==> src/rtl/ru_write_arbiter_if.sv <==
// ---------------------------------------------------------------------------
// ru_write_arbiter_if
// Purpose : Bundles the writeback-side handshakes and the register-file write
//           port that the write arbiter sits between.
// Signals : clr                  - one-cycle request to re-run the zero sweep
//           v0/rd0/data0/rdy0    - requester 0 (ALU) valid/index/data/ready
//           v1/rd1/data1/rdy1    - requester 1 (load unit) valid/index/data/ready
//           rd/datawrite/Ruwr    - register file write index/data/enable
//           initdone             - high while the arbiter is serving requests
//           dropcnt              - saturating count of discarded x0 writes
// Modports: slave  - the arbiter's view
//           master - the view of the requesters and the register file
// ---------------------------------------------------------------------------
interface ru_write_arbiter_if #(
   parameter int AW = 5,
   parameter int DW = 32
);
   logic          clr;
   logic          v0;
   logic [AW-1:0] rd0;
   logic [DW-1:0] data0;
   logic          rdy0;
   logic          v1;
   logic [AW-1:0] rd1;
   logic [DW-1:0] data1;
   logic          rdy1;
   logic [AW-1:0] rd;
   logic [DW-1:0] datawrite;
   logic          Ruwr;
   logic          initdone;
   logic [7:0]    dropcnt;

   modport slave (
      input  clr, v0, rd0, data0, v1, rd1, data1,
      output rdy0, rdy1, rd, datawrite, Ruwr, initdone, dropcnt
   );

   modport master (
      output clr, v0, rd0, data0, v1, rd1, data1,
      input  rdy0, rdy1, rd, datawrite, Ruwr, initdone, dropcnt
   );
endinterface

==> src/rtl/ru_write_arbiter.sv <==
// ---------------------------------------------------------------------------
// ru_write_arbiter
// Purpose : Owns the single write port of the register file. After reset, or
//           on a clr pulse, it zero-fills registers 0..NREGS-1. It then
//           shares the port between two writeback requesters using
//           round-robin arbitration. Writes to x0 are accepted but
//           suppressed, and they are counted.
// Ports   : clk    - clock, rising edge
//           rst_n  - asynchronous active-low reset
//           bus    - ru_write_arbiter_if.slave (requesters + write port)
// ---------------------------------------------------------------------------
module ru_write_arbiter #(
   parameter int NREGS = 32,
   parameter int AW    = 5,
   parameter int DW    = 32
) (
   input  logic                  clk,
   input  logic                  rst_n,
   ru_write_arbiter_if.slave     bus
);

   typedef enum logic {S_INIT, S_RUN} state_t;

   state_t                r_state;
   logic   [AW-1:0]       r_cnt;
   logic   [AW-1:0]       r_rd;
   logic   [DW-1:0]       r_datawrite;
   logic                  r_ruwr;
   logic                  r_lastg;
   logic   [7:0]          r_dropcnt;

   logic                  w_run;
   logic                  w_g0;
   logic                  w_g1;
   logic                  w_hs0;
   logic                  w_hs1;

   // Under contention, the requester that did not win last time is served.
   assign w_g0  = bus.v0 && (!bus.v1 || r_lastg);
   assign w_g1  = bus.v1 && (!bus.v0 || !r_lastg);
   assign w_run = (r_state == S_RUN) && !bus.clr;

   // A grant implies the requester's valid is high, so ready is the handshake.
   assign w_hs0 = w_run && w_g0;
   assign w_hs1 = w_run && w_g1;

   assign bus.rdy0      = w_hs0;
   assign bus.rdy1      = w_hs1;
   assign bus.rd        = r_rd;
   assign bus.datawrite = r_datawrite;
   assign bus.Ruwr      = r_ruwr;
   assign bus.dropcnt   = r_dropcnt;
   assign bus.initdone  = (r_state == S_RUN);

   always_ff @(posedge clk or negedge rst_n) begin
      if (!rst_n) begin
         r_state     <= S_INIT;
         r_cnt       <= '0;
         r_rd        <= '0;
         r_datawrite <= '0;
         r_ruwr      <= 1'b0;
         r_lastg     <= 1'b1;
         r_dropcnt   <= '0;
      end else begin
         case (r_state)
            S_INIT: begin
               if (bus.clr) begin
                  // Restart the sweep from index 0 on the next cycle.
                  r_cnt  <= '0;
                  r_ruwr <= 1'b0;
               end else begin
                  r_ruwr      <= 1'b1;
                  r_rd        <= r_cnt;
                  r_datawrite <= '0;
                  if (r_cnt == AW'(NREGS - 1)) begin
                     r_cnt   <= '0;
                     r_state <= S_RUN;
                  end else begin
                     r_cnt <= r_cnt + 1'b1;
                  end
               end
            end
            S_RUN: begin
               if (bus.clr) begin
                  r_state <= S_INIT;
                  r_cnt   <= '0;
                  r_ruwr  <= 1'b0;
               end else if (w_hs0 || w_hs1) begin
                  r_rd        <= w_hs0 ? bus.rd0 : bus.rd1;
                  r_datawrite <= w_hs0 ? bus.data0 : bus.data1;
                  r_lastg     <= w_hs1;
                  // x0 must stay zero: accept the request but do not write.
                  if ((w_hs0 ? bus.rd0 : bus.rd1) == '0) begin
                     r_ruwr <= 1'b0;
                     if (r_dropcnt != 8'hFF) begin
                        r_dropcnt <= r_dropcnt + 8'd1;
                     end
                  end else begin
                     r_ruwr <= 1'b1;
                  end
               end else begin
                  r_ruwr <= 1'b0;
               end
            end
            default: r_state <= S_INIT;
         endcase
      end
   end

endmodule

==> src/flat_wrapper.sv <==
// flat-port wrapper written by rule: the top's interface ports become plain ports
module ru_write_arbiter_flat 
#(
   parameter int NREGS = 32,
   parameter int AW    = 5,
   parameter int DW    = 32
)
  (clk, rst_n, bus_clr, bus_v0, bus_rd0, bus_data0, bus_v1, bus_rd1, bus_data1, bus_rdy0, bus_rdy1, bus_rd, bus_datawrite, bus_Ruwr, bus_initdone, bus_dropcnt);
  ru_write_arbiter_if #(.AW(AW), .DW(DW)) bus_i ();
  input  logic clk;
  input  logic rst_n;
  input wire logic [$bits(bus_i.clr)-1:0] bus_clr;
  input wire logic [$bits(bus_i.v0)-1:0] bus_v0;
  input wire logic [$bits(bus_i.rd0)-1:0] bus_rd0;
  input wire logic [$bits(bus_i.data0)-1:0] bus_data0;
  input wire logic [$bits(bus_i.v1)-1:0] bus_v1;
  input wire logic [$bits(bus_i.rd1)-1:0] bus_rd1;
  input wire logic [$bits(bus_i.data1)-1:0] bus_data1;
  output wire logic [$bits(bus_i.rdy0)-1:0] bus_rdy0;
  output wire logic [$bits(bus_i.rdy1)-1:0] bus_rdy1;
  output wire logic [$bits(bus_i.rd)-1:0] bus_rd;
  output wire logic [$bits(bus_i.datawrite)-1:0] bus_datawrite;
  output wire logic [$bits(bus_i.Ruwr)-1:0] bus_Ruwr;
  output wire logic [$bits(bus_i.initdone)-1:0] bus_initdone;
  output wire logic [$bits(bus_i.dropcnt)-1:0] bus_dropcnt;
  assign bus_i.clr = bus_clr;
  assign bus_i.v0 = bus_v0;
  assign bus_i.rd0 = bus_rd0;
  assign bus_i.data0 = bus_data0;
  assign bus_i.v1 = bus_v1;
  assign bus_i.rd1 = bus_rd1;
  assign bus_i.data1 = bus_data1;
  assign bus_rdy0 = bus_i.rdy0;
  assign bus_rdy1 = bus_i.rdy1;
  assign bus_rd = bus_i.rd;
  assign bus_datawrite = bus_i.datawrite;
  assign bus_Ruwr = bus_i.Ruwr;
  assign bus_initdone = bus_i.initdone;
  assign bus_dropcnt = bus_i.dropcnt;
  ru_write_arbiter #(.NREGS(NREGS), .AW(AW), .DW(DW)) u_core (.clk(clk), .rst_n(rst_n), .bus(bus_i));
endmodule
==> config.mk <==
export PLATFORM = sky130hd
export DESIGN_NAME = ru_write_arbiter_flat
export DESIGN_NICKNAME = d
export VERILOG_FILES = /design/src/rtl/ru_write_arbiter_if.sv /design/src/rtl/ru_write_arbiter.sv /design/src/flat_wrapper.sv
export SDC_FILE = /design/constraint.sdc
export NUM_CORES = 1
export LEC_CHECK = 0
export CORE_ASPECT_RATIO = 0.75
export CORE_UTILIZATION = 41
export DETAILED_ROUTE_END_ITERATION = 7
export PLACE_DENSITY = 0.81
export SYNTH_ARGS = -nofsm -noshare
export SYNTH_HDL_FRONTEND = slang
export SYNTH_SLANG_ARGS = --single-unit
==> constraint.sdc <==
create_clock -name clk -period 2 [get_ports clk]
set_input_delay 0.3 -clock clk [delete_from_list [all_inputs] [get_ports clk]]
set_output_delay 0.3 -clock clk [all_outputs]
set_load 0.005 [all_outputs]
==> impl_metrics.csv <==
group,metric,value,unit
clock_tree,root_buffer,"clkbuf_8",
layout,drive_above_1_share,11.2,%
critical_path,r2r_cells,8,
min_path,hold_class,"register to register",
layout,syn_to_final_growth,62.5,%
layout,final_nets,465,
job,cap_violations,0,
yosys,synth.most_common_cell,"dfrtp_1",
floorplan,start_util,43.7,%
critical_path,crit_fanout,4,
global_route,grt_overflow_total,0,
route,routed_wl,7150,microns
floorplan,die_w,94.2,microns
yosys,syn_area,2610,sq um
route,avgRoutedWirePerCell,15.5,microns
yosys,synth_cell_types,35,
clock_tree,clock-sinks,53,
clock_tree,cts_max_path_buffers,2,
floorplan,die_h,71.1,microns
critical_path,path_common_cell,"clkdlybuf4s50_1",
global_route,antenna_found_initial,0,
global_route,grt_pass1_wl,11500,microns
status,status,"complete, no violations",
route,viasPerCell,5.19,
power_and_ir_drop,p_per_area,529,nW/um^2
critical_path,slowest_stage,"clkdlybuf4s50_1",
route,drt_first_iter_violations,96,
yosys,synth_common_cells,"52 x dfrtp_1, 39 x mux2i_1, 33 x nand3_1",
critical_path,end_kind,"primary output",
critical_path,r2r-start,"u_core.bus.initdone",
yosys,ys_seq_area_share,50.8,%
yosys,synth_warnings,0,
yosys,netlist_instances,245,
yosys,synthArstFlopShare,100,%
route,via_count,2396,
clock_tree,cts_tree,"yes",
route,first_pass_iters,4,
global_route,grt_pass1_vias,2325,
layout,final_util,71.0,%
critical_path,worst-setup-path-type,"input port to primary output",
critical_path,rrSetupSlack,0.23,ns
critical_path,rr_endpoint,"u_core.bus.datawrite[30]",
layout,final_area,4250,sq um
floorplan,rows,24,
global_route,grt.total_usage,22.6,%
sta,maxSlewHeadroom,75.8,%
critical_path,cp-start-kind,"input port",
route,route.detailed.drc,0,
sta,setup_viol,0,
critical_path,required,1.70,ns
place,io_buffers,127,
place,place_congestion,0.873,
sta,tightest_slew,0.363,ns
place,postPlaceCellArea,4060,sq um
sta,hold_violations,0,
place,dp_hpwl,5510,microns
power_and_ir_drop,ir_drop,0.000374,V
sta,min_period_over_period,97.4,%
yosys,synth_edf_count,0,
route,drtAntennaViolNets,0,
critical_path,max_stage_delay,0.54,ns
min_path,holdPathStages,2,
sta,slew_violations,0,
place,pre_cts_slack,-0.213,ns
yosys,synthTopCellsByArea,"dfrtp_1 50%, mux2i_1 15%, nand3_1 6.3%",
yosys,ys.flop_type,"dfrtp_1",
floorplan,die-area,6700,sq um
power_and_ir_drop,cellLeakagePower,1.74,nW
layout,stdcell_count,462,
sta,clock_skew,0.00737,ns
yosys,yosysTopAreaCellShare,49.8,%
min_path,holdPathEnd,"u_core.bus.datawrite[2]",
yosys,syn_avg_cell_area,10.7,sq um
floorplan,ioPinCount,128,
clock_tree,cts_buffers,5,
sta,hold_ws,0.503,ns
clock_tree,cts.clk_slew.worst_paths,0.09,ns
global_route,grt_max_degree,61,
min_path,min-delay-start,"u_core.bus.datawrite[2]",
clock_tree,cts_max_level,2,
yosys,yosys.area.top_type,"dfrtp_1",
yosys,ys_ff_latch,53,
yosys,synthesis.nets,327,
place,dpl.cell_count,448,
critical_path,arrival,1.65,ns
sta,clock.fmax,514,MHz
floorplan,core-area,5980,sq um
critical_path,worstPathCellList,"clkdlybuf4s50_1 -> nand3b_4 -> nor2_4 -> clkdlybuf4s50_1",
sta,setup_ws,0.0528,ns
clock_tree,insertion_delay,0.31,ns
sta,min_period,1.95,ns
layout,diodes,0,
## final cells by class
type                    instances  area (sq um)
clock buffers                   5          68.8
clock inverters                 3          65.1
fillers                       462          1730
inverters                       2          7.51
multi-input cells             173          1220
flip-flops and latches         53          1330
well taps                      78          97.6
repair buffers                148          1450
## sequential cells by signal, indices dropped and copies added, names as in the netlist
signal and count:
u_core.r_cnt 5, u_core.r_lastg 1, u_core.bus.dropcnt 8, u_core.bus.Ruwr 1, u_core.bus.rd 5, u_core.bus.datawrite 32
u_core.bus.initdone 1
## report_power, final
part | total, mW | internal (mW) | switching, mW
clock network | 0.842 | 0.497 | 0.345
logic | 0.296 | 0.194 | 0.102
registers | 1.11 | 1.09 | 0.0165
total | 2.24 | 1.78 | 0.463
## how the worst max path moves through the flow
| stage | from | end | slack [ns] | cells after the start |
|---|---|---|---|---|
| 2_1_floorplan | bus_rd0[2] | u_core.bus.dropcnt[1] | 0.34 | 4 |
| 3_3_place_gp | bus_v1 | u_core.bus.dropcnt[1] | -0.14 | 5 |
| 3_5_place_dp | bus_v1 | u_core.bus.dropcnt[1] | -0.21 | 5 |
| 4_1_cts | bus_clr | bus_rdy1 | 0.01 | 5 |
| 5_1_grt | bus_clr | bus_rdy0 | -0.02 | 4 |
| 6_report | bus_v0 | bus_rdy0 | 0.05 | 4 |
## layer usage
layer	global-route usage (%)	routed length (microns)	vias up
met1	30.4	3120	1135
met4	6.32	54	0
met2	36.9	3480	90
li1	-	-	1164
met3	4.84	498	7
met5	0	0	-
## metrics by stage
step	total power, mW	setup TNS [ns]
finish	2.24	0
global route	2.33	-0.0153
CTS	2.27	0
detailed placement	1.42	-1.37
global placement	1.42	-0.700
floorplan	1.19	0
## logic make-up (layout without fill, tap and decap cells)
| group | count (synthesis) | count (layout) | synth area share, % |
|---|---|---|---|
| buf+inv | 19 | 158 | 3.21 |
| mux | 40 | 40 | 15.4 |
| xor+xnor | 7 | 7 | 2.35 |
| flops | 53 | 53 | 50.8 |
| simple gates | 67 | 67 | 14.8 |
| fa+ha+maj | 3 | 3 | 1.44 |
| compound gates | 56 | 56 | 12.0 |
## placed cells by master, fill, tap and decap left out, types with 6 or more instances in the layout
master / count
nand3_1: 33
mux2i_1: 39
clkdlybuf4s50_1: 125
a21oi_1: 10
nand2_1: 6
nor2_1: 9
dfrtp_1: 52
o21ai_0: 31
buf_4: 18
## worst max-delay path: cells and delay by family
kind,cells,cell delay [ns]
buf+inv,2,1.06
simple gates,2,0.29
## timing repair
item	in CTS	in global routing
setup endpoints to repair	2	2
hold buffers	1	0
resized for setup	1	2
pin swaps	0	1
setup buffers	2	3
endpoints found under the hold margin	32	0
Power figures use the tool's default switching activity.
==> variant 1, RTL diff (same flow settings) <==
`AW` is set to 5 in 3 places; all go to 6.
--- a/src/rtl/ru_write_arbiter_if.sv
+++ b/src/rtl/ru_write_arbiter_if.sv
@@ -12,7 +12,7 @@
 //           master - the view of the requesters and the register file
 // ---------------------------------------------------------------------------
 interface ru_write_arbiter_if #(
-   parameter int AW = 5,
+   parameter int AW = 6,
    parameter int DW = 32
 );
    logic          clr;
--- a/src/rtl/ru_write_arbiter.sv
+++ b/src/rtl/ru_write_arbiter.sv
@@ -11,7 +11,7 @@
 // ---------------------------------------------------------------------------
 module ru_write_arbiter #(
    parameter int NREGS = 32,
-   parameter int AW    = 5,
+   parameter int AW    = 6,
    parameter int DW    = 32
 ) (
    input  logic                  clk,
--- a/src/flat_wrapper.sv
+++ b/src/flat_wrapper.sv
@@ -2,7 +2,7 @@
 module ru_write_arbiter_flat 
 #(
    parameter int NREGS = 32,
-   parameter int AW    = 5,
+   parameter int AW    = 6,
    parameter int DW    = 32
 )
   (clk, rst_n, bus_clr, bus_v0, bus_rd0, bus_data0, bus_v1, bus_rd1, bus_data1, bus_rdy0, bus_rdy1, bus_rd, bus_datawrite, bus_Ruwr, bus_initdone, bus_dropcnt);
Ports: changed (resized bus_rd, bus_rd0 and bus_rd1); port bits go from 128 to 131. The function was not compared with the original's and may differ.
==> variant 1 against the unedited design <==
Sequential cell count increased by 2; routed wire length increased by 4.3%; die area increased by 2.4%; total power decreased by 5.5%; synthesized cell count increased by 8.2%; clock power decreased by 21%; non-clock buffer count increased by 5; first-iteration DRC count decreased by 5.2%; area after synthesis increased by 2.4%; setup slack improved by 0.012 ns; design area increased by 5.7%; critical endpoint is now u_core.bus.dropcnt[1]; largest power group unchanged.
==> variant 1: results (changes against the unedited design) <==
fraction of layout instances using a drive strength above 1 11.5% (+0.32 points); fin util 71.4% (+0.34 points); CP max stage cell a2111o_2; vias 2,580 (+7.7%); Clock Skew 0.00521 ns (-0.00216 ns); Synth Net Count 348 (+6.4%); Rel. slew slack 62.1% (-14 points); Total GRT Usage 22.1% (-0.54 points); CP max FO 8 (+4); Area after DPL 4240 um2 (+4.5%); vias in the first global route 2,507 (+7.8%); maximum VDD drop 0.318 mV (-15%); sequential power share 54.2% (+4.9 points); Placed Cells 479 (+6.9%); synth top area cells dfrtp_1 (50%), mux2i_1 (13%), nand3_1 (7.1%); pin count of the biggest net entering global routing 39 (-36%); Synth Instances 265 (+8.2%); Unique masters post-synth 36 (+2.9%); Internal 1.65 mW (-7.3%); Synth top cells by count dfrtp_1 (54), nand3_1 (38), mux2i_1 (34), o21ai_0 (34), nand2_1 (21); post-synthesis sequential area ratio 51.5% (+0.66 points); worst setup slack after placement -0.547 ns (-0.334 ns); Clock group 0.661 mW (-21%); layout filler cell count 463 (+0.22%); Vias per Instance 5.28 (+1.7%); CP delay by family, top compound AO/OA/AOI/OAI gates; hold depth 3 (+1); FF-to-FF path depth 4 (-4); LEAKAGE 2.10 nW (+21%); Routability Congestion 0.805 (-7.8%); placed wire-length estimate 5580 um (+1.2%); IO buf count 130 (+2.4%); final WL 7450 um (+4.3%); initial drt markers 91 (-5.2%); status complete, no violations
[variant 1: cell type report]
class / count / area (um2) / share of cell area [%]
Clock inverter: 1 / 7.51 / 0.167
Inverter: 3 / 11.3 / 0.251
Timing Repair Buffer: 153 / 1540 / 34.2
Clock buffer: 7 / 96.3 / 2.15
Multi-Input combinational cell: 189 / 1360 / 30.3
Sequential cell: 55 / 1380 / 30.7
Tap cell: 81 / 101 / 2.26
[variant 1: repair_timing]
action	4_1_cts	5_1_grt
setup endpoints to repair	10	7
endpoints found under the hold margin	23	0
pin swaps	9	4
setup buffers	2	1
gates resized for setup	22	6
hold buffers	1	0
[variant 1: logic make-up (layout without fill, tap and decap cells)]
group / count (synthesis) / count (layout) / share of synthesized area, %
AND/OR/NAND/NOR: 81 / 81 / 14.4
adder cells (fa/ha/maj): 2 / 2 / 0.935
flip-flops: 55 / 55 / 51.5
AO/OA/AOI/OAI: 61 / 61 / 13.7
buffers and inverters: 21 / 164 / 3.04
XOR/XNOR: 10 / 10 / 3.27
multiplexers: 35 / 35 / 13.1
[variant 1: final timing paths]
kind	from	to	slack, ns
min reg2reg	u_core.bus.dropcnt[6]	u_core.bus.dropcnt[6]	0.50
max	bus_rd1[3]	u_core.bus.dropcnt[1]	0.06
min	bus_rd1[4]	u_core.bus.rd[4]	0.32
min in group asynchronous	rst_n	u_core.bus.datawrite[28]	0.52
max in group asynchronous	rst_n	u_core.r_lastg	0.85
max reg2reg	u_core.bus.initdone	u_core.bus.dropcnt[1]	0.13
[variant 1: per-layer routing]
| metal | track usage, % | vias to the layer above | share of wire (%) |
|---|---|---|---|
| met3 | 6.08 | 11 | 6.8 |
| met5 | 0 | - | 0 |
| met2 | 36.5 | 86 | 50 |
| met4 | 4.55 | 0 | 1.1 |
| li1 | - | 1240 | - |
| met1 | 29.2 | 1243 | 42 |
==> variant 2, RTL diff (config.mk and constraints unchanged) <==
Made on the original files. Reset style: synchronous (`rst_n`), changed in one clocked block. Comments in the files are not updated.
--- a/src/rtl/ru_write_arbiter.sv
+++ b/src/rtl/ru_write_arbiter.sv
@@ -52,7 +52,7 @@
    assign bus.dropcnt   = r_dropcnt;
    assign bus.initdone  = (r_state == S_RUN);
 
-   always_ff @(posedge clk or negedge rst_n) begin
+   always_ff @(posedge clk) begin
       if (!rst_n) begin
          r_state     <= S_INIT;
          r_cnt       <= '0;
Behaviour: differs if rst_n is asserted again (counterexample within 4 cycles, from zero or initial values and one cycle with rst_n low); with rst_n held inactive, the same outputs for 10 cycles.
==> variant 2 against the unedited design <==
Design area fell by 6.8%; area after synthesis down 9.7%; global-route usage down 0.61 points; sequential cell count stayed put; largest cell class unchanged; largest power group unchanged; routed wire length is 7.0% lower; setup slack got worse by 0.024 ns; total power fell by 14%; sequential share of layout area shrank 4.5 points; via count shrank 0.17%.
==> variant 2: results (changes against the unedited design) <==
Synth Instances 262 (+6.9%); LEAKAGE 1.41 nW (-19%); R2R Setup Slk 0.30 ns (+0.07 ns); # diodes 0 (unchanged); CP max stage cell or4_4; max FFs per register 32 (unchanged); grt total ovfl 0 (unchanged); Synth Net Count 344 (+5.2%); Final #Nets 483 (+3.9%); worst setup slack after placement -0.357 ns (-0.144 ns); min-delay src u_core.bus.datawrite[30]; placed wire-length estimate 5070 um (-8.0%); status complete, no violations; ys async rst share 0% (-100 points); FF-to-FF path depth 7 (-1); Clock Latency Late Sink 0.32 ns; CTS Buffer Depth 2 (unchanged); reg-to-reg endpoint u_core.bus.dropcnt[0]; fraction of layout instances using a drive strength above 1 9.20% (-2.0 points); R2R Path Start u_core.bus.initdone; vias in the first global route 2,203 (-5.2%); Placed Cells 469 (+4.7%); pin count of the biggest net entering global routing 27 (-56%); post-synthesis sequential area ratio 45.0% (-5.9 points); Rel. slew slack 73.4% (-2.4 points); Synth top cells by count dfxtp_1 (53), mux2i_1 (39), nand2_1 (38); initial drt markers 74 (-23%); layout filler cell count 434 (-6.1%); CP arrival 2.23 ns (+0.58 ns); Clock Skew 0.0132 ns (+0.00584 ns); hold depth 2 (unchanged); cts bufs inserted 5 (unchanged); CP max FO 12 (+8); First-pass DRT Iterations 4 (unchanged); vias 2,392 (-0.17%); Unique masters post-synth 36 (+2.9%); Routability Congestion 0.821 (-6.0%); maximum VDD drop 0.424 mV (+13%); crit-path max cell delay 0.57 ns (+0.03 ns); CTS clk-pin slew, worst paths 0.11 ns (+0.02 ns); initial antenna violation count 0 (unchanged); IO buf count 127 (unchanged); Synth Flop Type dfxtp_1; synth top area cells dfxtp_1 (45%), mux2i_1 (17%), o21ai_0 (7.6%); Total GRT Usage 22.0% (-0.61 points); first-pass GRT wire length 10,100 um (-12%); Endpoint, Worst Hold u_core.bus.datawrite[30]; Vias per Instance 5.01 (-3.3%); final WL 6650 um (-7.0%); CTS H-tree depth 2 (unchanged)
[variant 2: layout make-up]
class,count,area [um2],share of cell area [%]
Timing Repair Buffer,146,1430,36.1
Multi-Input combinational cell,192,1270,32.0
Sequential cell,53,1060,26.8
Tap cell,75,93.8,2.37
Clock buffer,5,68.8,1.74
Clock inverter,3,25.0,0.633
Inverter,3,11.3,0.285
[variant 2: critical path: cells and delay by family]
family / cells / cell delay, ns
buffers and inverters: 1 / 0.42
multiplexers: 1 / 0.14
AND/OR/NAND/NOR: 3 / 1.21
AO/OA/AOI/OAI: 1 / 0.16
[variant 2: logic make-up (layout without fill, tap and decap cells)]
kind of cell | after synthesis | count (layout) | share of synthesized area [%]
compound gates | 74 | 74 | 17.2
flops | 53 | 53 | 45.0
simple gates | 75 | 75 | 16.0
fa+ha+maj | 3 | 3 | 1.59
mux | 40 | 40 | 17.1
buf+inv | 17 | 157 | 3.18
[variant 2: metrics by stage]
step	instance area [um2]	util [%]	hold WS, ns
6_report	3960	72.7	0.454
3_5_place_dp	3830	70.4	0.441
3_3_place_gp	3830	70.4	0.432
5_1_grt	3960	72.7	0.477
4_1_cts	3940	72.4	0.458
2_1_floorplan	2360	-	0.389
[variant 2: worst max path at each step]
| stage | endpoint | depth (start not counted) | slack, ns | start |
|---|---|---|---|---|
| after floorplan | u_core.bus.dropcnt[3] | 5 | 0.28 | bus_rd1[2] |
| after global placement | u_core.bus.dropcnt[6] | 6 | -0.27 | bus_rd1[2] |
| after detailed placement | u_core.bus.dropcnt[7] | 6 | -0.36 | bus_rd0[1] |
| after CTS | u_core.bus.dropcnt[7] | 6 | 0.004 | bus_rd0[1] |
| after global routing | u_core.bus.dropcnt[5] | 6 | -0.05 | bus_rd0[2] |
| final | u_core.bus.dropcnt[5] | 6 | 0.03 | bus_rd0[2] |
[variant 2: routing by layer]
layer  vias to the layer above  part of all wire (%)  global-route usage (%)
met2                        84                    48                    38.5
met4                         0                  0.95                    6.15
met3                         7                   9.3                    8.44
li1                       1216                     -                       -
met5                         -                     0                       0
met1                      1085                    42                    24.9
[variant 2: report_power, final]
part | switching, mW | total [mW] | internal, mW
sequential | 0.00403 | 1.06 | 1.06
clock | 0.376 | 0.630 | 0.253
combinational | 0.0690 | 0.240 | 0.171
total | 0.449 | 1.93 | 1.48
[variant 2: timing repair]
action                                  in CTS  in global routing
endpoints found under the setup margin       3                  7
gates resized for setup                      5                  5
pin swaps                                    0                  3
buffers inserted                             0                  0
